`src/rtl/uart_loader_pkg.sv`:
```
`default_nettype none
// ============================================================================
// Module   : uart_loader_pkg
// Purpose  : Shared constants for the UART boot loader: FSM state codes and
//            the default acknowledge byte.
// Ports    : none (package)
// Revision : 1.0 - initial release
// ============================================================================
package uart_loader_pkg;

  typedef logic [2:0] state_t;

  localparam state_t S_IDLE = 3'd0;
  localparam state_t S_HDR  = 3'd1;
  localparam state_t S_ACK  = 3'd2;
  localparam state_t S_DATA = 3'd3;
  localparam state_t S_DONE = 3'd4;
  localparam state_t S_FIN  = 3'd5;
  localparam state_t S_ERR  = 3'd6;

  localparam logic [7:0] DEFAULT_ACK_BYTE = 8'hAA;

endpackage
`default_nettype wire

```
`src/rtl/uart_loader_byte_word_assembler.sv`:
```
`default_nettype none
// ============================================================================
// Module   : byte_word_assembler
// Purpose  : Packs a little-endian byte stream into 32-bit words and watches
//            for stalls in the middle of a word.
// Ports    : clk, rstn        clock / async active-low reset
//            clear_i          hold byte index and timeout counter at 0
//            byte_valid_i     accept byte_i this cycle
//            byte_i[7:0]      incoming byte (first byte -> bits [7:0])
//            word_o[31:0]     assembled word, valid with word_valid_o
//            word_valid_o     1-cycle pulse the cycle after the 4th byte
//            timeout_o        word partially received and no byte for
//                             TIMEOUT_CYCLES cycles
// Revision : 1.0 - initial release
// ============================================================================
module byte_word_assembler
  import uart_loader_pkg::*;
#(
  parameter int TIMEOUT_CYCLES = 1000000
) (
  input  logic        clk,
  input  logic        rstn,
  input  logic        clear_i,
  input  logic        byte_valid_i,
  input  logic [7:0]  byte_i,
  output logic [31:0] word_o,
  output logic        word_valid_o,
  output logic        timeout_o
);

  // Counter only needs to reach TIMEOUT_CYCLES-1; the timeout fires on the
  // idle cycle that would take it to TIMEOUT_CYCLES.
  localparam int c_CW = (TIMEOUT_CYCLES > 1) ? $clog2(TIMEOUT_CYCLES) : 1;
  localparam logic [c_CW-1:0] c_CNT_LAST = c_CW'(TIMEOUT_CYCLES - 1);

  logic [1:0]      idx_q;
  logic [31:0]     word_q;
  logic            word_valid_q;
  logic [c_CW-1:0] cnt_q;

  always_ff @(posedge clk or negedge rstn) begin
    if (!rstn) begin
      idx_q        <= 2'd0;
      word_q       <= 32'd0;
      word_valid_q <= 1'b0;
      cnt_q        <= '0;
    end else begin
      word_valid_q <= 1'b0;
      if (clear_i) begin
        idx_q <= 2'd0;
        cnt_q <= '0;
      end else if (byte_valid_i) begin
        word_q[{idx_q, 3'b000} +: 8] <= byte_i;
        idx_q        <= idx_q + 2'd1;       // wraps 3 -> 0
        word_valid_q <= (idx_q == 2'd3);
        cnt_q        <= '0;
      end else if (idx_q != 2'd0) begin
        cnt_q <= cnt_q + 1'b1;
      end else begin
        cnt_q <= '0;
      end
    end
  end

  assign word_o       = word_q;
  assign word_valid_o = word_valid_q;
  assign timeout_o    = !clear_i && !byte_valid_i && (idx_q != 2'd0) &&
                        (cnt_q == c_CNT_LAST);

endmodule
`default_nettype wire

```
`src/rtl/uart_loader.sv`:
```
`default_nettype none
// ============================================================================
// Module   : uart_loader
// Purpose  : Boot-time program loader. Receives a word count N and N program
//            words over UART, acknowledges the header, writes the words to
//            instruction memory and then releases the CPU.
// Ports    : clk, rstn            clock / async active-low reset
//            enable               start loading (level)
//            rx_data/valid/ferr   byte stream from the UART receiver
//            tx_data/valid/ready  acknowledge byte towards the UART sender
//            mem_we/addr/wdata    instruction-memory write port
//            cpu_start            sticky, set after a complete load
//            done                 1-cycle pulse when the load completes
//            err                  sticky, set on any load error
// Revision : 1.0 - initial release
// ============================================================================
module uart_loader
  import uart_loader_pkg::*;
#(
  parameter int         ADDR_WIDTH     = 14,
  parameter int         BASE_ADDR      = 0,
  parameter int         TIMEOUT_CYCLES = 1000000,
  parameter logic [7:0] ACK_BYTE       = DEFAULT_ACK_BYTE
) (
  input  logic                  clk,
  input  logic                  rstn,
  input  logic                  enable,
  input  logic [7:0]            rx_data,
  input  logic                  rx_valid,
  input  logic                  rx_ferr,
  output logic [7:0]            tx_data,
  output logic                  tx_valid,
  input  logic                  tx_ready,
  output logic                  mem_we,
  output logic [ADDR_WIDTH-1:0] mem_addr,
  output logic [31:0]           mem_wdata,
  output logic                  cpu_start,
  output logic                  done,
  output logic                  err
);

  // Largest legal word count: words from BASE_ADDR up to the top of memory.
  // Held in 33 bits so the comparison against a 32-bit N cannot overflow.
  localparam logic [32:0] c_LIMIT =
    33'((64'd1 << ADDR_WIDTH) - 64'(BASE_ADDR));

  state_t                state_q, state_d;
  logic [31:0]           n_q, n_d;
  logic [31:0]           k_q, k_d;
  logic                  mem_we_q, mem_we_d;
  logic [ADDR_WIDTH-1:0] mem_addr_q, mem_addr_d;
  logic [31:0]           mem_wdata_q, mem_wdata_d;
  logic                  pend_q, pend_d;
  logic [31:0]           pend_word_q, pend_word_d;
  logic                  cpu_start_q, cpu_start_d;
  logic                  err_q, err_d;

  logic        w_active;
  logic        w_fail;
  logic        w_byte_valid;
  logic [31:0] w_word;
  logic        w_word_valid;
  logic        w_timeout;
  logic        w_do_write;
  logic [31:0] w_wr_word;

  assign w_active = (state_q == S_HDR) || (state_q == S_ACK) ||
                    (state_q == S_DATA);
  // A byte that arrives together with a framing error is dropped.
  assign w_byte_valid = rx_valid && !rx_ferr;
  assign w_fail       = w_active && (rx_ferr || w_timeout);

  byte_word_assembler #(
    .TIMEOUT_CYCLES (TIMEOUT_CYCLES)
  ) u_asm (
    .clk          (clk),
    .rstn         (rstn),
    .clear_i      (!w_active),
    .byte_valid_i (w_byte_valid),
    .byte_i       (rx_data),
    .word_o       (w_word),
    .word_valid_o (w_word_valid),
    .timeout_o    (w_timeout)
  );

  always_comb begin
    state_d     = state_q;
    n_d         = n_q;
    k_d         = k_q;
    mem_we_d    = 1'b0;
    mem_addr_d  = mem_addr_q;
    mem_wdata_d = mem_wdata_q;
    pend_d      = pend_q;
    pend_word_d = pend_word_q;
    cpu_start_d = cpu_start_q;
    err_d       = err_q;
    w_do_write  = 1'b0;
    w_wr_word   = w_word;

    case (state_q)
      S_IDLE: begin
        if (enable) state_d = S_HDR;
      end
      S_HDR: begin
        if (w_word_valid) begin
          n_d     = w_word;
          state_d = ({1'b0, w_word} > c_LIMIT) ? S_ERR : S_ACK;
        end
      end
      S_ACK: begin
        // A word finishing while the ack is stalled is parked until the
        // ack goes out; only the first such word is kept.
        if (w_word_valid && !pend_q) begin
          pend_d      = 1'b1;
          pend_word_d = w_word;
        end
        if (tx_ready) begin
          pend_d = 1'b0;
          if (n_q == 32'd0) begin
            state_d = S_DONE;
          end else begin
            state_d    = S_DATA;
            w_do_write = pend_q || w_word_valid;
            w_wr_word  = pend_q ? pend_word_q : w_word;
          end
        end
      end
      S_DATA: begin
        w_do_write = w_word_valid;
      end
      S_DONE: begin
        cpu_start_d = 1'b1;
        state_d     = S_FIN;
      end
      default: begin
        // S_FIN and S_ERR are terminal until reset.
      end
    endcase

    if (w_do_write && !w_fail) begin
      mem_we_d    = 1'b1;
      mem_addr_d  = ADDR_WIDTH'(32'(BASE_ADDR) + k_q);
      mem_wdata_d = w_wr_word;
      k_d         = k_q + 32'd1;
      if ((k_q + 32'd1) == n_q) state_d = S_DONE;
    end

    if (w_fail) state_d = S_ERR;
    if (state_d == S_ERR) err_d = 1'b1;
  end

  always_ff @(posedge clk or negedge rstn) begin
    if (!rstn) begin
      state_q     <= S_IDLE;
      n_q         <= 32'd0;
      k_q         <= 32'd0;
      mem_we_q    <= 1'b0;
      mem_addr_q  <= '0;
      mem_wdata_q <= 32'd0;
      pend_q      <= 1'b0;
      pend_word_q <= 32'd0;
      cpu_start_q <= 1'b0;
      err_q       <= 1'b0;
    end else begin
      state_q     <= state_d;
      n_q         <= n_d;
      k_q         <= k_d;
      mem_we_q    <= mem_we_d;
      mem_addr_q  <= mem_addr_d;
      mem_wdata_q <= mem_wdata_d;
      pend_q      <= pend_d;
      pend_word_q <= pend_word_d;
      cpu_start_q <= cpu_start_d;
      err_q       <= err_d;
    end
  end

  assign tx_data   = ACK_BYTE;
  assign tx_valid  = (state_q == S_ACK);
  assign mem_we    = mem_we_q;
  assign mem_addr  = mem_addr_q;
  assign mem_wdata = mem_wdata_q;
  assign cpu_start = cpu_start_q;
  assign done      = (state_q == S_DONE);
  assign err       = err_q;

endmodule
`default_nettype wire

```
`config.mk`:
```
export PLATFORM = sky130hd
export DESIGN_NAME = uart_loader
export DESIGN_NICKNAME = d
export VERILOG_FILES = /design/src/rtl/uart_loader_pkg.sv /design/src/rtl/uart_loader_byte_word_assembler.sv /design/src/rtl/uart_loader.sv
export SDC_FILE = /design/constraint.sdc
export NUM_CORES = 1
export LEC_CHECK = 0
export CORE_MARGIN = 2
export CORE_UTILIZATION = 50
export CTS_CLUSTER_SIZE = 30
export DETAILED_ROUTE_END_ITERATION = 6
export PLACE_DENSITY = 0.83
export RECOVER_POWER = 100
export SYNTH_ARGS = -nofsm -noshare
export SYNTH_HDL_FRONTEND = slang
export SYNTH_SLANG_ARGS = --single-unit
```
`constraint.sdc`:
```
create_clock -name clk -period 2.3 [get_ports clk]
set_input_delay 0.23 -clock clk [delete_from_list [all_inputs] [get_ports clk]]
set_output_delay 0.23 -clock clk [all_outputs]
set_load 0.05 [all_outputs]
```
After elaboration in Yosys (flattened, before gate mapping). Index checks and enable logic that the tools add are counted.

Input bits: 14. Flip-flop bits (word level): 204.

Equality and inequality tests: 9. Add/sub/neg operators: 4. Reduce and logical (&&, ||, !) cells: 23. Shift operators: 2. Multiplexer cells: 27. Magnitude comparators: 1.

Operators by type and width (number): 32-bit two-way mux (4); 20-bit two-way mux (3); 32-bit by 1-bit adder with 32-bit output, second input constant (1); 32-bit bitwise mux (1); 32-bit equality test (1); 32-bit by 15-bit greater-than comparator with 1-bit output, second input constant (1); 32-bit logical NOT (1); 8-bit by 7-bit variable shift with 32-bit output, first input constant (1); 8-bit by 7-bit indexed part select with 32-bit output (1); 3-bit two-way mux (8); 20-bit by 1-bit adder with 20-bit output, second input constant (1); 20-bit equality test, second input constant (1); 3-bit case mux with 4 select lines (1); 2-bit AND reduction (4); 1-bit logical AND (7); 1-bit two-way mux (7); 5-bit negation with 7-bit output (1); 3-bit by 2-bit equality test with 1-bit output, second input constant (2); 3-bit equality test, second input constant (2); 1-bit logical NOT (4); 1-bit logical OR (4); 2-bit two-way mux (2); 2-bit nonzero test (2); 3-bit by 1-bit equality test with 1-bit output, second input constant (1); 5 further kinds (5).

Depth between registers and ports, before layout.
Depth after elaboration: 13. Mapped depth: 12. Mapped depth without buffers: 9.

Cells and area by module. A second synthesis with hierarchy kept.

Cell total of the unflattened synthesis: 867. Area total of the unflattened synthesis: 9809.4 um2.

By module, submodules not included: uart_loader (sequential area each 3728.6 um2, cells an instance 666, area an instance 7424.6 um2, times used 1); byte_word_assembler (sequential area each 1376.3 um2, cells an instance 201, area an instance 2384.8 um2, times used 1).

Worst setup path before layout. Ideal clock, no wire load.

Path kind: flip-flop to flip-flop. Start: register state_q[0]. End: register mem_wdata_q[2] (netlist: mem_wdata[2]). Required time: 2.174 ns. Arrival time: 2.371 ns. Stages on the path, launching flop included: 9. Path buffers: 2. Slack: -0.197 ns. Clock period less this slack: 2.497 ns. Library setup time: 0.126 ns. Cell sequence: dfrtp_1 -> nand2b_1 -> nor2_2 -> nand2_1 -> nor3b_1 -> buf_2 -> buf_1 -> mux2i_1 -> a21oi_1.

Cells in the longest elaborated chain, start to end: 10. Elaborated cells on any way between the ends: 14. Classes of those cells: eq/ne (3); mux (2); reduce/logical (9).

RTL lines: start: declaration (RTL line uart_loader.sv:47) `state_t state_q, state_d;`; start signal: assignment (RTL line uart_loader.sv:165) `state_q <= state_d;`; 3-bit by 2-bit equality test with 1-bit output *; named net tx_valid (RTL line uart_loader.sv:32) `output logic tx_valid,`; 1-bit logical OR (2 in series) (RTL line uart_loader.sv:67) `assign w_active = (state_q == S_HDR) || (state_q == S_ACK) ||`; 1-bit logical AND (3 in series) (RTL line uart_loader_byte_word_assembler.sv:67) `assign timeout_o = !clear_i && !byte_valid_i && (idx_q != 2'd0) &&`; 1-bit logical OR (RTL line uart_loader.sv:71) `assign w_fail = w_active && (rx_ferr || w_timeout);`; 1-bit logical AND (RTL line uart_loader.sv:71); 1-bit logical NOT (RTL line uart_loader.sv:140) `if (w_do_write && !w_fail) begin`; 1-bit logical AND (RTL line uart_loader.sv:140); end signal: assignment (RTL line uart_loader.sv:170) `mem_wdata_q <= mem_wdata_d;`; end: declaration (RTL line uart_loader.sv:52) `logic [31:0] mem_wdata_q, mem_wdata_d;`.

Mark *: on every way through the listed nets, which the timed path passes. The rest lies on a longest branch. A chain may end at the register's enable or synchronous reset.

Final worst setup path.
Start: register state_q[2]. End: register mem_addr_q[11] (netlist: mem_addr[11]).

Cells in the longest elaborated chain, start to end: 10. Elaborated cells on any way between the ends: 13. Classes of those cells: eq/ne (3); mux (1); reduce/logical (9).

RTL lines: 3-bit by 1-bit equality test with 1-bit output or 3-bit by 2-bit equality test with 1-bit output (tied branches) (RTL line uart_loader.sv:67, uart_loader.sv:100); 1-bit logical OR (2 in series) (RTL line uart_loader.sv:67); 1-bit logical AND (3 in series) (RTL line uart_loader_byte_word_assembler.sv:67); 1-bit logical OR (RTL line uart_loader.sv:71); 1-bit logical AND (RTL line uart_loader.sv:71); 1-bit logical NOT (RTL line uart_loader.sv:140); 1-bit logical AND * (RTL line uart_loader.sv:140); end signal: assignment (RTL line uart_loader.sv:169) `mem_addr_q <= mem_addr_d;`; end: declaration (RTL line uart_loader.sv:51) `logic [ADDR_WIDTH-1:0] mem_addr_q, mem_addr_d;`.

Mark *: on every way between the ends. The rest lies on a longest branch, timed or not.

==> results.txt <==
The chip width is 145 um. The synthesized design contains 0 enable-type register cells. The clock insertion delay at the later pin of the skew report was 0.50 ns; the fraction of the yosys area taken by sequential cells was 0.511. The layout cell share with drive strength beyond 1 came out at 0.277. Final count of hold timing violations: 0. The main flop type after synthesis was sky130_fd_sc_hd__dfrtp_1. The max capacitance violation total was 0; the adder and majority gate portion of the synthesized area was 0.0100. The sort of element at the start of the critical path was a flip-flop. The remaining max-slew budget at the tightest pin was 0.236. Based on the critical path, the design can be clocked at up to 413 MHz. The run gives 0 as the sum of overflow across all layers after global routing. The checks that failed: setup timing. The signed area change from the synthesized netlist to the final layout was 29.2%; the instance count of the mapped netlist was 934.

For the pin with the worst max-slew slack, the measured transition is 1.15 ns. Once detailed placement completed, the half-perimeter wirelength came to 16.6 mm. Initial antenna violation count: 0. The run gives 0.0195 mm^2 as the core region area. Counting tap cells, the placed design contains a total of 1322 instances.

The total number of yosys warnings is 0. For this design the ratio of total power to cell area is 592 mW/mm^2. The logs give 26.7 mm for the routed wire length and 62 for the unique cell type count in the Yosys netlist.

The residual DRC count came out at 0. CTS saw 204 sinks. The die is 145 um tall. For the required time at the worst-slack endpoint, the log shows 2.68 ns. STA classifies the critical path endpoint as a flip-flop. Detail-routed net length per standard cell: 19.3 um. Setup repair after global routing could not meet its margin everywhere. Clock tree root driver cell: sky130_fd_sc_hd__clkbuf_16. The worst path setup slack after routing was -0.121 ns. For the maximum buffer depth of the clock tree, the log shows 3. The congestion estimate from routability-driven global placement came to 0.896. The die covers 0.0211 mm^2. The logs give 51 for the number of placement rows and 1 for the depth of the CTS H-tree.

Sorting the synthesized cells by area gives the leading types as sky130_fd_sc_hd__dfrtp_1 51%, sky130_fd_sc_hd__mux2_2 7.2%, sky130_fd_sc_hd__xnor2_1 5.5%. The final net count came out at 1121. TritonCTS built the clock tree. The run gives 0.233 as the global-route usage over all layers.

The xor/xnor share of the synthesized area works out to 0.0771. The run finished, with violations left. The completed layout was analyzed and its total power is 7.65 mW.

For this block, the initial DRC count from the detailed router was 967. The mean post-synth cell area is 10.7 um^2, and the share of the core filled with cells in the final layout is 0.661. Number of primary I/O pins: 73. Mux share of post-synthesis cell area: 0.133. 0 antenna diodes ended up in the layout. The logs give 5 for the detailed-router iteration count before antenna repair and 588 uV for the peak supply drop. The async set-or-reset flop fraction in the synthesized netlist was 1.00; the clock period minus worst slack was 2.42 ns. The number of standard cells in the layout, taps in and fillers out was 1380.

The count of pins over their slew limit came out at 0. In this run the tool buffered the top-level ports with 64 buffer cells. The run gives 0.0141 ns as the setup skew after layout.

The number of vias in the routed layout was 7907; the cell area after technology mapping was 0.00999 mm^2. Kind of path behind the tightest hold check: in -> reg. The worst setup path is of the reg -> reg kind.

Counting the buffers created by CTS gives 22. The global-route wire length before repair is 40.4 mm. The static leakage was 5.81 nW.

Along the worst path, the maximum fanout reaches 7. The final critical-path share of the clock period is 1.05, and the clock edge transition at the registers on the reported setup and hold paths is 0.07 ns. The basic-gate share of the synthesized area counting and, or, nand and nor cells works out to 0.169.

Number of flip-flops and latches in the synthesized netlist: 204. The share of the synthesized area in compound gates (AO/OA/AOI/OAI) was 0.0641. The share of the synthesized area in the top cell type was 0.511. The via count of the first global-routing pass is 7743.

The effective utilization at floorplan is 0.512, and the post-detailed-route via-to-cell ratio is 5.73. The post-detailed-route count of antenna-violating nets was 0. The biggest area consumer among synthesized cells was sky130_fd_sc_hd__dfrtp_1.

Data on the critical path arrives at its endpoint at 2.80 ns. The final-report setup violation count was 65. The combinational family with the most area after synthesis is simple AND/OR/NAND/NOR gates. Maximum number of pins on one net before global-route repair: 59.
[placed cells by master, fill, tap and decap left out, types with 5 or more instances in the layout]
master,netlist,layout
sky130_fd_sc_hd__dfrtp_1,204,203
sky130_fd_sc_hd__buf_4,10,107
sky130_fd_sc_hd__nand2_1,111,106
sky130_fd_sc_hd__nor2_1,80,65
sky130_fd_sc_hd__mux2_2,64,64
sky130_fd_sc_hd__xnor2_1,63,63
sky130_fd_sc_hd__clkdlybuf4s50_1,0,61
sky130_fd_sc_hd__o21ai_0,42,39
sky130_fd_sc_hd__a21oi_1,46,39
sky130_fd_sc_hd__mux2i_1,38,37
sky130_fd_sc_hd__clkbuf_16,0,26
sky130_fd_sc_hd__xor2_1,25,25
sky130_fd_sc_hd__nand4_1,22,22
sky130_fd_sc_hd__nand3_1,28,21
sky130_fd_sc_hd__inv_1,16,15
sky130_fd_sc_hd__mux2_4,15,15
sky130_fd_sc_hd__nor3_1,13,13
sky130_fd_sc_hd__nor4_1,21,13
sky130_fd_sc_hd__nor2_4,0,10
sky130_fd_sc_hd__and3_1,9,9
sky130_fd_sc_hd__conb_1,2,8
sky130_fd_sc_hd__nand3_2,1,7
sky130_fd_sc_hd__nor2_2,2,7
sky130_fd_sc_hd__a21oi_2,0,7
sky130_fd_sc_hd__ha_1,8,7
sky130_fd_sc_hd__nor4_4,3,6
sky130_fd_sc_hd__and2_1,6,6
sky130_fd_sc_hd__or3_1,5,5
sky130_fd_sc_hd__nor4_2,0,5
sky130_fd_sc_hd__clkbuf_8,0,5
[critical path, stage by stage, from the launching register on]
cell,delay [ns]
sky130_fd_sc_hd__dfrtp_1,0.41
sky130_fd_sc_hd__o21bai_1,0.26
sky130_fd_sc_hd__or3_1,0.45
sky130_fd_sc_hd__nor4_4,0.32
sky130_fd_sc_hd__o21bai_4,0.12
sky130_fd_sc_hd__o211a_4,0.25
sky130_fd_sc_hd__buf_12,0.18
sky130_fd_sc_hd__mux2_4,0.29
[registers in the layout, summed over array words and instances, names as in the netlist]
name,cells
pend_q,1
pend_word_q,32
u_asm.word_o,32
k_q,32
u_asm.word_valid_o,1
cpu_start,1
n_q,32
state_q,3
mem_addr,14
mem_wdata,32
u_asm.cnt_q,20
mem_we,1
u_asm.idx_q,2
err,1
[layout make-up]
| type | instances | area [um^2] |
|---|---|---|
| Fill cell | 1410 | 6620 |
| Sequential cell | 204 | 5110 |
| Timing Repair Buffer | 186 | 1700 |
| Clock inverter | 10 | 143 |
| Multi-Input combinational cell | 669 | 4920 |
| Clock buffer | 30 | 652 |
| Inverter | 16 | 60.1 |
| Tap cell | 265 | 332 |
[metrics by stage]
stage / hold WS, ns / setup TNS [ns] / cell area, um^2 / setup WS, ns
after CTS: 0.255 / 0 / 12600 / 0.000829
after floorplan: -0.0656 / 0 / 10000 / 0.00345
after global routing: 0.413 / -9.25 / 12900 / -0.160
final: 0.414 / -4.31 / 12900 / -0.121
after global placement: 0.200 / -0.316 / 11600 / -0.0337
after detailed placement: 0.206 / -1.93 / 11600 / -0.0933
[worst paths after layout]
| kind | endpoint | start | cells after the start | slack (ns) |
|---|---|---|---|---|
| worst max-delay path | mem_addr[11]$_DFFE_PN0N_ | state_q[2]$_DFF_PN0_ | 7 | -0.12 |
| worst min-delay path | u_asm.word_o[31]$_DFFE_PN0P_ | rx_data[7] | 3 | 0.41 |
| worst max register to register | mem_addr[11]$_DFFE_PN0N_ | state_q[2]$_DFF_PN0_ | 7 | -0.12 |
| worst min register to register | k_q[31]$_DFFE_PN0N_ | k_q[31]$_DFFE_PN0N_ | 1 | 0.50 |
| max in group asynchronous | pend_word_q[23]$_DFFE_PN0P_ | rstn | 3 | 0.38 |
| min in group asynchronous | mem_addr[9]$_DFFE_PN0N_ | rstn | 2 | 0.51 |
[metal layers]
metal	GRT usage	wire length (um)	vias up	share of wire
li1	-	-	3569	-
met1	0.310	11000	3915	0.41
met2	0.399	12900	342	0.49
met3	0.0376	1830	81	0.069
met4	0.0632	935	0	0.035
met5	0	0	-	0
[cell families (layout without fill, tap and decap cells)]
family / count (synthesis) / after routing
fa+ha+maj: 8 / 8
compound gates: 113 / 114
flops: 204 / 204
buf+inv: 68 / 242
mux: 117 / 117
xor+xnor: 88 / 88
other cells: 2 / 8
simple gates: 334 / 334
[synthesized netlist by cell type (all sizes together) (3+ instances only)]
library cell	count
nor4	24
nand2	111
and2	6
xor2	25
nand2b	3
mux2	79
or3	5
inv	16
nor2b	4
clkbuf	21
nor2	82
a22oi	3
buf	31
nor4b	5
dfrtp	204
ha	8
and3	9
nor3	14
or2	3
mux2i	38
a31oi	3
o21ai	43
nand4	24
a21oi	46
xnor2	63
nand3b	3
nand3	29
nor3b	6
[report_power, final]
group / switching, mW / internal, mW / leakage (nW)
Clock: 1.50 / 2.34 / 0.390
Sequential: 0.00489 / 3.59 / 2.82
Combinational: 0.150 / 0.0523 / 2.60
Total: 1.66 / 5.99 / 5.81
[repair_timing]
item | CTS | global route
setup endpoints to repair | 59 | 82
buffers inserted | 5 | 7
endpoints found under the hold margin | 45 | 0
pin swaps | 5 | 21
hold buffers | 1 | 0
gates resized for setup | 21 | 57
cloned | 3 | 3
Note: power is estimated with default switching activity, not from simulation.
